[src/rtl/register_file_banked.sv]
// register_file_banked
//
// Parametrised register file for the pebble datapath: three combinational read
// ports, one synchronous write port, optional write-to-read bypass, optional
// hardwired-zero register 0, and a one-deep shadow bank that saves or restores
// the whole register set in a single cycle.
//
// Parameters
//   WIDTH    register width in bits
//   DEPTH    number of registers (>= 2); AW = $clog2(DEPTH) is derived
//   BYPASS   1: a same-cycle effective write is forwarded to matching reads
//   ZERO_REG 1: register 0 reads as 0 and writes to it are ignored
//
// Ports
//   clk            clock, all state updates on posedge
//   reset          synchronous, active-high
//   write_enable   write request this cycle
//   write_addr     write register index
//   write_data     write value
//   read_a/b/c     read addresses (r0 field, r1 field, branch target)
//   read_a/b/c_data combinational read data
//   save           snapshot the register set into the shadow bank
//   restore        copy the shadow bank back (only when shadow_valid)
//   shadow_valid   shadow bank holds an unconsumed snapshot
//   write_dropped  1-cycle pulse: previous cycle's write lost to a restore
module register_file_banked #(
    parameter int unsigned WIDTH    = 8,
    parameter int unsigned DEPTH    = 4,
    parameter bit          BYPASS   = 1'b1,
    parameter bit          ZERO_REG = 1'b0,
    localparam int unsigned AW      = $clog2(DEPTH)
) (
    input  logic             clk,
    input  logic             reset,
    input  logic             write_enable,
    input  logic [AW-1:0]    write_addr,
    input  logic [WIDTH-1:0] write_data,
    input  logic [AW-1:0]    read_a,
    input  logic [AW-1:0]    read_b,
    input  logic [AW-1:0]    read_c,
    output logic [WIDTH-1:0] read_a_data,
    output logic [WIDTH-1:0] read_b_data,
    output logic [WIDTH-1:0] read_c_data,
    input  logic             save,
    input  logic             restore,
    output logic             shadow_valid,
    output logic             write_dropped
);

    logic [WIDTH-1:0] r_core   [DEPTH];
    logic [WIDTH-1:0] r_shadow [DEPTH];
    logic             r_shadow_valid;
    logic             r_write_dropped;

    logic             w_restore_acc;
    logic             w_write_req;
    logic             w_eff_write;
    logic             w_bypass;
    logic [WIDTH-1:0] w_core_next [DEPTH];
    logic [AW-1:0]    w_raddr     [3];
    logic [WIDTH-1:0] w_rdata     [3];

    assign w_restore_acc = restore && r_shadow_valid;

    // A write that would land in a real register; out-of-range and zero-register
    // writes are dropped silently and never count as "discarded".
    assign w_write_req = write_enable && (32'(write_addr) < DEPTH) &&
                         !(ZERO_REG && (write_addr == '0));
    assign w_eff_write = w_write_req && !w_restore_acc;
    assign w_bypass    = BYPASS && w_eff_write && !reset;

    // Post-write register contents; also the source of a same-cycle save so the
    // snapshot includes the write.
    always_comb begin
        for (int i = 0; i < int'(DEPTH); i++) begin
            w_core_next[i] = r_core[i];
            if (w_eff_write && (write_addr == AW'(i))) begin
                w_core_next[i] = write_data;
            end
        end
    end

    assign w_raddr[0] = read_a;
    assign w_raddr[1] = read_b;
    assign w_raddr[2] = read_c;

    always_comb begin
        for (int p = 0; p < 3; p++) begin
            w_rdata[p] = '0;
            if (ZERO_REG && (w_raddr[p] == '0)) begin
                w_rdata[p] = '0;
            end else if (32'(w_raddr[p]) >= DEPTH) begin
                w_rdata[p] = '0;
            end else if (w_bypass && (write_addr == w_raddr[p])) begin
                w_rdata[p] = write_data;
            end else begin
                w_rdata[p] = r_core[w_raddr[p]];
            end
        end
    end

    assign read_a_data   = w_rdata[0];
    assign read_b_data   = w_rdata[1];
    assign read_c_data   = w_rdata[2];
    assign shadow_valid  = r_shadow_valid;
    assign write_dropped = r_write_dropped;

    always_ff @(posedge clk) begin
        if (reset) begin
            for (int i = 0; i < int'(DEPTH); i++) begin
                r_core[i]   <= '0;
                r_shadow[i] <= '0;
            end
            r_shadow_valid  <= 1'b0;
            r_write_dropped <= 1'b0;
        end else begin
            r_write_dropped <= w_restore_acc && w_write_req;
            if (w_restore_acc) begin
                // Restore wins over both write and save.
                for (int i = 0; i < int'(DEPTH); i++) begin
                    r_core[i] <= r_shadow[i];
                end
                r_shadow_valid <= 1'b0;
            end else begin
                for (int i = 0; i < int'(DEPTH); i++) begin
                    r_core[i] <= w_core_next[i];
                end
                if (save) begin
                    for (int i = 0; i < int'(DEPTH); i++) begin
                        r_shadow[i] <= w_core_next[i];
                    end
                    r_shadow_valid <= 1'b1;
                end
            end
        end
    end

endmodule

[config.mk]
export PLATFORM = sky130hd
export DESIGN_NAME = register_file_banked
export DESIGN_NICKNAME = d
export VERILOG_FILES = /design/src/rtl/register_file_banked.sv
export SDC_FILE = /design/constraint.sdc
export NUM_CORES = 1
export LEC_CHECK = 0
export ABC_AREA = 0
export CORE_MARGIN = 2
export CORE_UTILIZATION = 45
export DETAILED_ROUTE_END_ITERATION = 10
export PLACE_DENSITY = 0.66
export SLEW_MARGIN = 20
export SYNTH_ARGS = -nofsm -noshare
export SYNTH_HDL_FRONTEND = slang
export SYNTH_SLANG_ARGS = --single-unit
[constraint.sdc]
create_clock -name clk -period 2.4 [get_ports clk]
set_input_delay 0.48 -clock clk [delete_from_list [all_inputs] [get_ports clk]]
set_output_delay 0.48 -clock clk [all_outputs]
set_load 0.005 [all_outputs]
== Word-level counts from Yosys, hierarchy flattened ==
Memory sizes are Yosys's and may differ from the RTL's.
Index checks and enable logic that the tools add are counted.

* Input bits: 21
* Logic and storage cells: 68
* Memories kept: 2
* Output and inout bits: 26
* Flip-flop bits (word level): 2
* Bits in writable memories: 64

{| class="wikitable"
|+ Memories
! memory !! depth !! width !! rd ports !! clocked after Yosys merged registers in !! wr ports !! RTL line !! RTL
|-
| r_core || 4 || 8 || 7 || 0 || 4 || 50 || <nowiki>logic [WIDTH-1:0] r_core [DEPTH];</nowiki>
|-
| r_shadow || 4 || 8 || 4 || 0 || 4 || 51 || <nowiki>logic [WIDTH-1:0] r_shadow [DEPTH];</nowiki>
|}

* Muxes and demuxes: 31
* Equality and inequality tests: 6
* Bitwise gates (word level): 12
* Reduce and logical (&&, ||, !) cells: 15

{| class="wikitable"
|+ Operators by type and width
! cell !! number
|-
| two-way mux 8 bit || 19
|-
| two-way mux 1 bit || 12
|-
| bitwise OR 1 bit || 12
|-
| logical AND 1 bit || 11
|-
| == test 2 bit || 3
|-
| == test 2 bit (second input constant) || 2
|-
| == test 2 x 1 -> 1 bit (second input constant) || 1
|-
| logical NOT 1 bit || 2
|-
| logical NOT 2 bit || 1
|-
| OR reduction 2 bit || 1
|}

== Logic depth before layout (Yosys ltp) ==
Gate-level depths: netlist of the first run.

* Depth after elaboration: 6
* Gate-level depth with buffers: 6
* Mapped depth without buffers: 3

== Worst setup path before layout of the first run ==
OpenSTA, ideal clock, no wires.

* Path type: in2out
* Start: in read_a[1]
* End: out read_a_data[0]
* Data arrival time: 1,776 ps
* Data required time: 1,920 ps
* Stages on the path: 4
* Path buffers: 1
* Setup slack: 144 ps
* Cell sequence: clkbuf_1 > xor2_1 > nor4_4 > mux2_2

* Longest elaborated chain between the ends: 3
* Elaborated cells between the ends (all ways): 4
* Classes of those cells: eq/ne: 1; mux: 1; reduce/logical: 1; memory: 1

{| class="wikitable"
|+ RTL lines
! item !! RTL line !! RTL
|-
| start, declared || 38 || <nowiki>input logic [AW-1:0] read_a,</nowiki>
|-
| parallel branches: the longest is 2 deep, another holds memory read (4 x 8 bit) || -- ||
|-
| two-way mux 8 bit * || 94 || <nowiki>end else if (w_bypass && (write_addr == w_raddr[p])) begin</nowiki>
|-
| end, declared || 41 || <nowiki>output logic [WIDTH-1:0] read_a_data,</nowiki>
|}

Every way passes the cells marked *.

== Worst setup path after layout of the first run ==
* Start: reg r_shadow_valid (netlist: shadow_valid)
* End: out read_c_data[7]

* Longest elaborated chain between the ends: 6

{| class="wikitable"
|+ RTL lines
! item !! RTL line !! RTL
|-
| start, declared || 52 || <nowiki>logic r_shadow_valid;</nowiki>
|-
| start signal, assigned || 114 || <nowiki>r_shadow_valid <= 1'b0;</nowiki>
|-
| start signal, assigned || 123 || <nowiki>r_shadow_valid <= 1'b0;</nowiki>
|-
| start signal, assigned || 132 || <nowiki>r_shadow_valid <= 1'b1;</nowiki>
|-
| logical AND 1 bit || 63 || <nowiki>assign w_restore_acc = restore && r_shadow_valid;</nowiki>
|-
| logical NOT 1 bit || 69 || <nowiki>assign w_eff_write = w_write_req && !w_restore_acc;</nowiki>
|-
| logical AND 1 bit || 69 ||
|-
| logical AND 1 bit || 70 || <nowiki>assign w_bypass = BYPASS && w_eff_write && !reset;</nowiki>
|-
| logical AND 1 bit || 94 ||
|-
| two-way mux 8 bit || 94 ||
|-
| end, declared || 43 || <nowiki>output logic [WIDTH-1:0] read_c_data,</nowiki>
|}

Every way passes these cells.

==> results of run 1 <==
-- worst register-to-register path: stages (launching register included) --
cell and delay (ps):
dfxtp_2 340, a21bo_4 180, buf_4 130, buf_4 510
nor3_1 190, buf_4 200, a221o_1 330
-- layout make-up --
class                      instances  area [um2]  area share [%]
clock buffer                      11       131.4           2.208
tap                              133       166.4           2.797
clock inverter                     4       20.02          0.3365
inverter                           2       7.507          0.1262
multi-input combinational        301        2560           43.03
timing repair buffer             119        1101           18.51
sequential                        66        1963           33.00
-- sequential cells by signal, indices dropped and copies added (netlist names) --
signal,cells
r_core,32
r_shadow,32
shadow_valid,1
write_dropped,1
-- through the flow --
| stage | setup TNS, ps | instance area [um2] | hold slack [ps] |
|---|---|---|---|
| after global routing | -857.3 | 5949 | 372.6 |
| after floorplan | 0 | 4657 | 514.2 |
| final | -186.1 | 5949 | 372.7 |
| after CTS | -331.1 | 5908 | 365.1 |
| after global placement | -22780 | 5567 | 518.0 |
| after detailed placement | -24570 | 5567 | 526.8 |
-- metal layers --
metal,share of wire [%],wire (um),global-route usage [%],vias to the layer above
met1,41,5828,36.27,2071
met4,2.5,355,8.687,0
met3,7.7,1110,4.950,31
met2,49,7067,42.25,215
met5,0,0,0,-
li1,-,-,-,1816
-- logic make-up (layout without fill, tap and decap cells) --
group / Yosys count / in the layout / share of synthesized area, %
flops: 66 / 66 / 43.21
compound gates: 132 / 132 / 21.60
other cells: 1 / 32 / 0.08259
buf+inv: 61 / 136 / 5.511
mux: 48 / 48 / 17.86
xor+xnor: 6 / 6 / 1.157
simple gates: 83 / 83 / 10.58
-- how the worst min path moves through the flow --
stage | from | endpoint | slack [ps] | cells past startpoint
floorplan | r_shadow[0][0] | r_core[0][0] | 510 | 2
global placement | r_shadow[0][3] | r_core[0][3] | 520 | 2
detailed placement | r_shadow[1][1] | r_core[1][1] | 530 | 2
CTS | write_enable | write_dropped | 370 | 2
global route | write_enable | write_dropped | 370 | 2
finish | write_enable | write_dropped | 370 | 2
-- timing repair --
item / 4_1_cts / 5_1_grt
pin swaps: 4 / 3
setup buffers: 15 / 1
resized for setup: 154 / 26
hold endpoints to repair: 0 / 0
endpoints found under the setup margin: 32 / 24
-- placed cells by master (no fill, tap or decap), types with 7 or more instances in the layout --
cell / netlist / layout
and2_1: 9 / 9
conb_1: 1 / 32
nand2_1: 32 / 32
o211ai_1: 23 / 23
o31ai_1: 32 / 32
clkdlybuf4s50_1: 0 / 11
buf_2: 11 / 10
mux4_2: 24 / 24
a21oi_1: 33 / 32
a221o_1: 8 / 8
o311a_1: 8 / 8
buf_4: 0 / 49
nand4_1: 32 / 32
mux2_4: 0 / 21
o311ai_0: 23 / 23
clkbuf_2: 0 / 7
buf_12: 0 / 8
clkbuf_8: 0 / 9
edfxtp_1: 64 / 64
buf_6: 1 / 30
-- power by group --
part / switching, mW / internal, mW / leakage [nW]
logic: 0.397 / 0.417 / 1.39
clock network: 0.437 / 0.363 / 0.0827
registers: 0.0620 / 1.37 / 0.694
total: 0.896 / 2.15 / 2.17
==> metrics, run 1 <==
clock skew=~11 ps; maxcap violations=0; ys flop type=edfxtp_1; critical path's slowest cell=dfxtp_2; Slew HR=57.21%; Avg Cell Area, Syn=11.44 um2; Pleak=2.168 nW; failing checks=setup timing; Final WS setup=-41.46 ps; vias post-DR=between 4k and 5k; Layout Nets=520; largest area contributor in the netlist=edfxtp_1; post-synthesis register bit count=66; WP buf/inv=3; Critical Path Start=shadow_valid; full die area=approximately 11000 um2; R2R Path End=r_core[3][3]; CTS max path bufs=2; Reg2Reg Depth=6; I/O Pins=47; Area contributors post-synth=edfxtp_1 42%, mux4_2 12%, mux2_2 5.7%, o31ai_1 5.3%, o311ai_0 4.4%; critical path's largest stage delay=330 ps; register area share after synthesis=43.21%; cell mode on critical path=buf_6; reg2reg start=shadow_valid; first-pass GRT wire length=22220 um; Core Area=9774 um2; Post-Place Setup Slack=-724.0 ps; asr flop ratio synth=0%; cell family with most CP delay=buffers and inverters; CTS sink cnt=66; top cell type's share of synthesized area=42.33%; Layout Cells excl Fill=636; GRT Total Usage=26.40%; FILL cells=between 800 and 900; critical path arrival=1960 ps; top-count cell post-synth=edfxtp_1; Crit path depth=6; maximum vdd drop=0.0002349 V; WL final=14360 um; antenna cells=0; Crit path required time=approximately 1900 ps; drt via density=6.498; Register-to-Register Setup Slack=270 ps; Die Ht=between 100 and 150 um; First DRT Iteration DRCs=343; Worst setup EP type=output pin; number of setup violations in the final report=10; antenna violations before repair=0; Pwr Density=511.6 nW/um2; Slew @ Worst Pin=641.8 ps; worst setup path class=flip-flop to output pin; CP Max Fanout=4; H-tree depth=3; Final Slew Violations=0; worst-path cell chain=a21bo_4 -> nor4_4 -> buf_4 -> buf_6 -> mux2_4 -> buf_6; RSZ-0062 raised after global routing=yes; Clock Latency Late Sink=350 ps; GPL Wtd Cong=0.8969; YS warnings=0; final core utilization=60.87%; grt ovf=0; Final ANT Viol Nets=0; critical path launch point type=flip-flop; CTS Buf Count=9; DRT Pass-1 Iters=5; mapped cell area=4541 um2; crit share post-route=101.7%; # hold bufs at CTS=0; placed insts=606; Final Hold Vio Count=0; distinct cell type count after synthesis=32; Routed WL per cell=22.58 um; worst hold path type=input port to flip-flop; initial core utilization=46.45%; synth cell count leaders=64 x edfxtp_1, 37 x clkbuf_1, 33 x a21oi_1; vias in the first global route=3874; # DRC=0; Final Critical Period=2441 ps; Layout area overhead=31.03%; fmax=between 400 and 500 MHz; die width=104.5 um; Clock Root Buffer=clkbuf_8; HPWL after DPL=9008 um; Synth Instances=397; IO Port Bufs=46; outcome=finished, violations left; worst setup path endpoint=read_c_data[7]; clock-pin slew on the worst setup and hold paths=70 ps; proportion of layout cells with a drive suffix above 1=34.99%; row cnt=36; CTS tree=done; total power=around 3.0 mW; number of synthesized flops with an enable pin=64; largest net degree at the start of global routing=61
(Power assumes the default switching activity.)
==> run 2, diff against run 1 <==
CTS_CLUSTER_SIZE = 20   (was default)
==> results of run 2 <==
Same layout as run 1: the final DEF is identical, and so are final timing and power.
